## src/rtl/univ_shift_reg_n.sv

```systemverilog
// univ_shift_reg_n: parametrised universal shift register.
// Each enabled cycle applies a per-cycle mode (hold, shift, load, rotate,
// arithmetic shift), or after a start request runs an autonomous burst of
// identical shifts and pulses done when the burst completes.
module univ_shift_reg_n #(
  parameter int WIDTH = 8,
  parameter int CNT_W = 4
) (
  input  logic             clk,
  input  logic             clear_n,
  input  logic             en,
  input  logic [2:0]       mode,
  input  logic [WIDTH-1:0] in,
  input  logic             serial_R,
  input  logic             serial_L,
  input  logic             start,
  input  logic [CNT_W-1:0] count,
  output logic [WIDTH-1:0] out,
  output logic             ser_out_R,
  output logic             ser_out_L,
  output logic             busy,
  output logic             done
);

  localparam logic STATE_IDLE  = 1'b0;
  localparam logic STATE_BURST = 1'b1;

  localparam logic [2:0] MODE_HOLD = 3'b000;
  localparam logic [2:0] MODE_SHR  = 3'b001;
  localparam logic [2:0] MODE_SHL  = 3'b010;
  localparam logic [2:0] MODE_LOAD = 3'b011;
  localparam logic [2:0] MODE_ROR  = 3'b100;
  localparam logic [2:0] MODE_ROL  = 3'b101;
  localparam logic [2:0] MODE_ASR  = 3'b110;

  localparam logic [CNT_W-1:0] REM_LAST = CNT_W'(1);

  logic             state;
  logic [2:0]       mode_q;
  logic [CNT_W-1:0] rem;
  logic [2:0]       op;
  logic [WIDTH-1:0] next_out;
  logic             mode_is_shift;

  // The serial taps are plain wires off the register ends.
  assign ser_out_R = out[0];
  assign ser_out_L = out[WIDTH-1];

  // Only the five shift-type codes may start a counted burst.
  assign mode_is_shift = (mode == MODE_SHR) || (mode == MODE_SHL) ||
                         (mode == MODE_ROR) || (mode == MODE_ROL) ||
                         (mode == MODE_ASR);

  // During a burst the latched mode drives the datapath; otherwise the live mode.
  always_comb begin
    op = (state == STATE_BURST) ? mode_q : mode;
  end

  // Candidate next register value for the selected operation; serial inputs are live.
  always_comb begin
    next_out = out;
    case (op)
      MODE_HOLD: next_out = out;
      MODE_SHR:  next_out = {serial_R, out[WIDTH-1:1]};
      MODE_SHL:  next_out = {out[WIDTH-2:0], serial_L};
      MODE_LOAD: next_out = in;
      MODE_ROR:  next_out = {out[0], out[WIDTH-1:1]};
      MODE_ROL:  next_out = {out[WIDTH-2:0], out[WIDTH-1]};
      MODE_ASR:  next_out = {out[WIDTH-1], out[WIDTH-1:1]};
      default:   next_out = out;
    endcase
  end

  // Register, burst control and status flags; reset wins over enable, and a disabled cycle freezes everything including done.
  always_ff @(posedge clk) begin
    if (!clear_n) begin
      out    <= '0;
      state  <= STATE_IDLE;
      mode_q <= MODE_HOLD;
      rem    <= '0;
      busy   <= 1'b0;
      done   <= 1'b0;
    end else if (en) begin
      done <= 1'b0;
      case (state)
        STATE_IDLE: begin
          if (start) begin
            if ((count != '0) && mode_is_shift) begin
              mode_q <= mode;
              rem    <= count;
              state  <= STATE_BURST;
              busy   <= 1'b1;
            end else begin
              done <= 1'b1;
            end
          end else begin
            out <= next_out;
          end
        end
        default: begin
          out <= next_out;
          rem <= rem - 1'b1;
          if (rem == REM_LAST) begin
            state <= STATE_IDLE;
            busy  <= 1'b0;
            done  <= 1'b1;
          end
        end
      endcase
    end
  end

endmodule
```

## config.mk

```make
export PLATFORM = sky130hd
export DESIGN_NAME = univ_shift_reg_n
export DESIGN_NICKNAME = d
export VERILOG_FILES = /design/src/rtl/univ_shift_reg_n.sv
export SDC_FILE = /design/constraint.sdc
export NUM_CORES = 1
export LEC_CHECK = 0
export CELL_PAD_IN_SITES_DETAIL_PLACEMENT = 1
export CELL_PAD_IN_SITES_GLOBAL_PLACEMENT = 1
export CORE_MARGIN = 2
export CORE_UTILIZATION = 36
export CTS_BUF_LIST = sky130_fd_sc_hd__clkbuf_4
export DETAILED_ROUTE_END_ITERATION = 12
export PLACE_DENSITY_LB_ADDON = 0.2
export SLEW_MARGIN = 20
export SYNTH_ARGS = -nofsm -noshare
export SYNTH_HDL_FRONTEND = slang
export SYNTH_SLANG_ARGS = --single-unit
```

## constraint.sdc

```tcl
create_clock -name clk -period 1.7 [get_ports clk]
set_input_delay 0.34 -clock clk [delete_from_list [all_inputs] [get_ports clk]]
set_output_delay 0.34 -clock clk [all_outputs]
set_load 0.1 [all_outputs]
```

# Yosys cells after proc, flatten, opt, wreduce, memory -nomap -nowiden
# Cells that the tools add are included.
# Widths: inputs -> output; s select.
[word_totals]
ff_bits = 18
input_bits = 21
output_inout_bits = 12
wordCells = 53
[op_classes]
add_sub_neg = 1
eq_ne = 14
muxes = 19
bitwise_logic = 1
n_reduce_logical = 12
[ops]
columns = ["op", "count"]
rows = [
  ["$pmux 8 s6", 1],
  ["$eq 3x3->1 const B", 6],
  ["$mux 8", 2],
  ["$mux 1", 12],
  ["$mux 4", 3],
  ["$eq 3x2->1 const B", 3],
  ["$reduce_and 4->1", 2],
  ["$eq 3x1->1 const B", 2],
  ["$eq 4x1->1 const B", 1],
  ["$logic_or 1x1->1", 4],
  ["$ne 2x1->1 const B", 2],
  ["$reduce_bool 2->1", 2],
  ["$reduce_bool 4->1", 1],
  ["$sub 4x1->4 const B", 1],
  ["$mux 3", 1],
  ["$reduce_and 3->1", 1],
  ["$reduce_and 2->1", 1],
  ["$logic_and 1x1->1", 1],
  ["$not 1->1", 1],
]

# Depth between registers and ports, before layout
[logic_depth]
ltp_word = 9
depth_mapped = 7
ltp_nobuf = 7

# Least setup slack after synthesis
# Ideal clock, no wire load.
[synth_path]
path_kind = "register to output"
startpoint = "register out[7]"
endpoint = "output port out[7]"
t_arrival_ns = 1.409
required_ns = 1.360
path_slack_ns = -0.049
path_stages_with_launch = 2
n_path_buf = 1
path_cell_list = "dfxtp_1 -> buf_4"
[synth_rtl]
columns = ["item", "line", "source"]
rows = [
  ["start, declared", "18", "output logic [WIDTH-1:0] out,"],
  ["start signal, assigned", "97", "out <= next_out;"],
  ["start signal, assigned", "101", "out <= next_out;"],
]
# No word-level cell between the ends.

# Worst setup path after layout
[layout_path]
startpoint = "register state"
endpoint = "register out[6]"
[layout_via]
elab_chain_len = 5
elab_cells_between_ends = 12
cone_classes = "eq/ne: 7; mux: 4; reduce/logical: 1"
[layout_lines]
columns = ["item", "line", "source"]
rows = [
  ["start, declared", "38", "logic state;"],
  ["start signal, assigned", "78", "state <= STATE_IDLE;"],
  ["start signal, assigned", "91", "state <= STATE_BURST;"],
  ["start signal, assigned", "104", "state <= STATE_IDLE;"],
  ["$mux 3", "56", "op = (state == STATE_BURST) ? mode_q : mode;"],
  ["$eq 3x3->1, or another cell as far along", "62", "case (op)"],
  ["$pmux 8 s6", "62", ""],
  ["$mux 8", "87", "if (start) begin"],
  ["$mux 8", "85", "case (state)"],
]
# Several ways; a longest one is shown, not always the timed one. The select of a mux whose other input is x is not followed.
# A chain may end at the register's enable or synchronous reset.

==> reports/metrics.csv <==
stage;metric;value;unit
status;status;finished, violations left;
status;violations;setup timing;
finish;fill_cells;363;
sta;skew;0.0135;ns
sta;hold_viol;0;
logic_synthesis;syn_inst;142;
finish;stdcell_area;2120;um^2
floorplanning;dieWidth;61.6;um
floorplanning;coreArea;3100;um^2
floorplanning;ios;33;
global_route;grt_util_met1;30.7;%
sta;finalSetupTns;-0.516;ns
sta;timing.fmax;532;MHz
detailed_routing;routed_wl;5.48;mm
floorplanning;std_cell_rows;20;
clock_network;clock_sinks;18;
global_route;globalRouteTotalUtil;26.9;%
worst_hold_path;min_from;count[0];
floorplanning;start_util;38.4;%
finish;final_nets;229;
logic_synthesis;synth-simple-area-share;13.1;%
finish;num_antenna_cells;0;
clock_network;clock-root-buffer;clkbuf_4;
global_route;grt_max_degree;15;
global_route;grt_pass1_wl;7.31;mm
clock_network;clk_pin_slew_worst_paths;0.13;ns
clock_network;htreeDepth;1;
detailed_routing;wl_per_cell;22.1;um
detailed_routing;vias_per_cell;5.94;
critical_path;crit_family;compound AO/OA/AOI/OAI gates;
sta;drv_slew;0;
logic_synthesis;syn_area;1190;um^2
finish;area_growth;78.0;%
critical_path;crit_start;state;
logic_synthesis;synthDistinctLibCells;41;
logic_synthesis;yosys_warnings;0;
sta;setup_ws;-0.181;ns
detailed_routing;drc;0;
pwr;swShare;43.3;%
logic_synthesis;async_flop_share;0;%
logic_synthesis;synthMuxAreaShare;11.5;%
worst_hold_path;worstHoldPathType;in -> reg;
pwr;clkPwrFrac;15.9;%
critical_path;reg2reg_setup_slack;-0.18;ns
global_route;grt_pass1_vias;1491;
sta;period_minus_slack;1.88;ns
critical_path;arrival;2.06;ns
logic_synthesis;yosys.area_share.adder;2.10;%
logic_synthesis;yosys_register_bits;18;
clock_network;numCtsBuffers;3;
logic_synthesis;synth_top_family_by_area;compound AO/OA/AOI/OAI gates;
critical_path;crit_buf_inv;1;
sta;rsz0062_at_grt;yes;
detailed_routing;vias;1472;
detailed_routing;first_pass_iters;4;
floorplanning;die_area;3790;um^2
critical_path;reg2reg_from;state;
pwr;power;1530;uW
placement;io_buffers;32;
pwr;cellPowerDensity;719;nW/um^2
pwr;p_int;865;uW
critical_path;cp_max_fo;9;
pwr;seqPwrFrac;33.3;%
critical_path;worstPathCellList;buf_6 > mux2_4 > nor2_4 > a21oi_4 > a211oi_1 > nor2_1;
global_route;grt-ovfl-total;0;
pwr;p_leak;0.000856;uW
critical_path;endpoint_kind;register;
logic_synthesis;ys_dominant_reg_cell;dfxtp_1;
sta;worstMarginPinSlew;0.452;ns
clock_network;cts_tree;yes;
finish;utilization;68.4;%
detailed_routing;ant_nets;0;
logic_synthesis;synth_compound_area_share;33.3;%
sta;setup_viol;8;
logic_synthesis;synth_xor_area_share;2.31;%
critical_path;max_stage_delay;0.43;ns
finish;final_common_cell;buf_4;
finish;layout_common_cells;25 x buf_4, 15 x nor2_1, 15 x dfxtp_1, 13 x inv_1, 13 x buf_12;
global_route;top_usage_layer;met2;
finish;layout-drive-gt1-share;40.7;%
clock_network;clock_latency;0.31;ns
clock_network;cts_hold_buf;0;
critical_path;critPathLaunchType;register;
critical_path;worstPathRequired;1.88;ns
sta;maxSlewHeadroom;69.9;%
critical_path;crit_type;reg -> reg;
global_route;antenna_found_initial;0;
placement;preCtsSetupSlack;-0.518;ns
logic_synthesis;synth_edf_count;0;
placement;hpwlAfterDp;2.99;mm
sta;fin_crit_sh;111;%
global_route;use_met2;48.7;%
placement;place.gp.congestion;0.829;
critical_path;slowest_stage;dfxtp_4;
pwr;p_sw;661;uW
logic_synthesis;syn-num-nets;165;
job;maxCapViolCount;0;
logic_synthesis;syn_avg_cell_area;8.40;um^2
floorplanning;die_h;61.6;um
placement;placed_cell_area;1830;um^2
pwr;power_frac_comb;50.8;%
detailed_routing;drt_iter0_drc;70;
clock_network;cts_buffer_depth;2;
logic_synthesis;synth-seq-area-share;30.2;%
pwr;irDropWorstVdd;0.692;mV
global_route;use_met3;3.15;%
## metrics by stage
step	instances	hold WS, ns
detailed placement	236	0.496
global route	248	0.474
global placement	236	0.467
finish	248	0.452
CTS	244	0.510
floorplan	142	0.440
## cells in the mapped netlist (2+ instances only)
cell       n  area, um^2
a211oi_1  18         135
dfxtp_1   18         360
nor2_1    15        56.3
inv_1     13        48.8
o21ai_0   10        50.1
a21oi_1    9        45.0
mux2i_1    7        70.1
nand2_1    6        22.5
mux2_4     3        45.0
nor2_2     3        18.8
o211ai_1   3        22.5
o21ai_1    3        15.0
a211oi_2   2        25.0
buf_4      2        15.0
ha_1       2        25.0
nor3_1     2        10.0
o22ai_1    2        12.5
## worst reg2reg max path, cell delays in order (launching register included)
cell and delay (ns):
dfxtp_4 0.43, buf_6 0.13, mux2_4 0.39, nor2_4 0.21
a21oi_4 0.10, a211oi_1 0.37, nor2_1 0.13
## path summary, 6_finish.rpt
kind	end	depth (start not counted)
worst min register to register	rem[3]	2
worst min-delay path	rem[0]	3
worst max register to register	out[6]	6
worst max-delay path	out[6]	6
## power by group through the flow
stage / logic (uW) / registers (uW) / clock network, uW
4_1_cts: 674 / 499 / 239
3_5_place_dp: 640 / 508 / 0
5_1_grt: 805 / 511 / 265
6_report: 775 / 508 / 243
3_3_place_gp: 621 / 506 / 0
2_1_floorplan: 253 / 626 / 0
## registers in the layout, indices dropped and copies added, names as in the netlist
signal,flops
state,1
done,1
rem,4
out,8
busy,1
mode_q,3
## cell type report
cell class	instances	area, um^2	share of cell area [%]
Inverter	13	48.8	2.30
Timing Repair Buffer	64	724	34.1
Tap cell	44	55.1	2.59
Clock buffer	3	22.5	1.06
Multi-Input combinational cell	106	905	42.6
Sequential cell	18	367	17.3
## kinds of logic after synthesis
group / Yosys count
AO/OA/AOI/OAI: 58
AND/OR/NAND/NOR: 33
adder cells (fa/ha/maj): 2
multiplexers: 11
flip-flops: 18
XOR/XNOR: 1
buffers and inverters: 19
## layer usage
layer	vias to the layer above	share of wire, %
met2	54	51
met3	16	4.0
met1	748	41
li1	654	-
met4	0	3.6
met5	-	0
## repair_timing
action | CTS | global route
pin swaps | 3 | 15
gates cloned | 0 | 1
setup endpoints to repair | 15 | 18
setup buffers | 5 | 3
resized for setup | 12 | 38
Note: power is estimated with default switching activity, not from simulation.
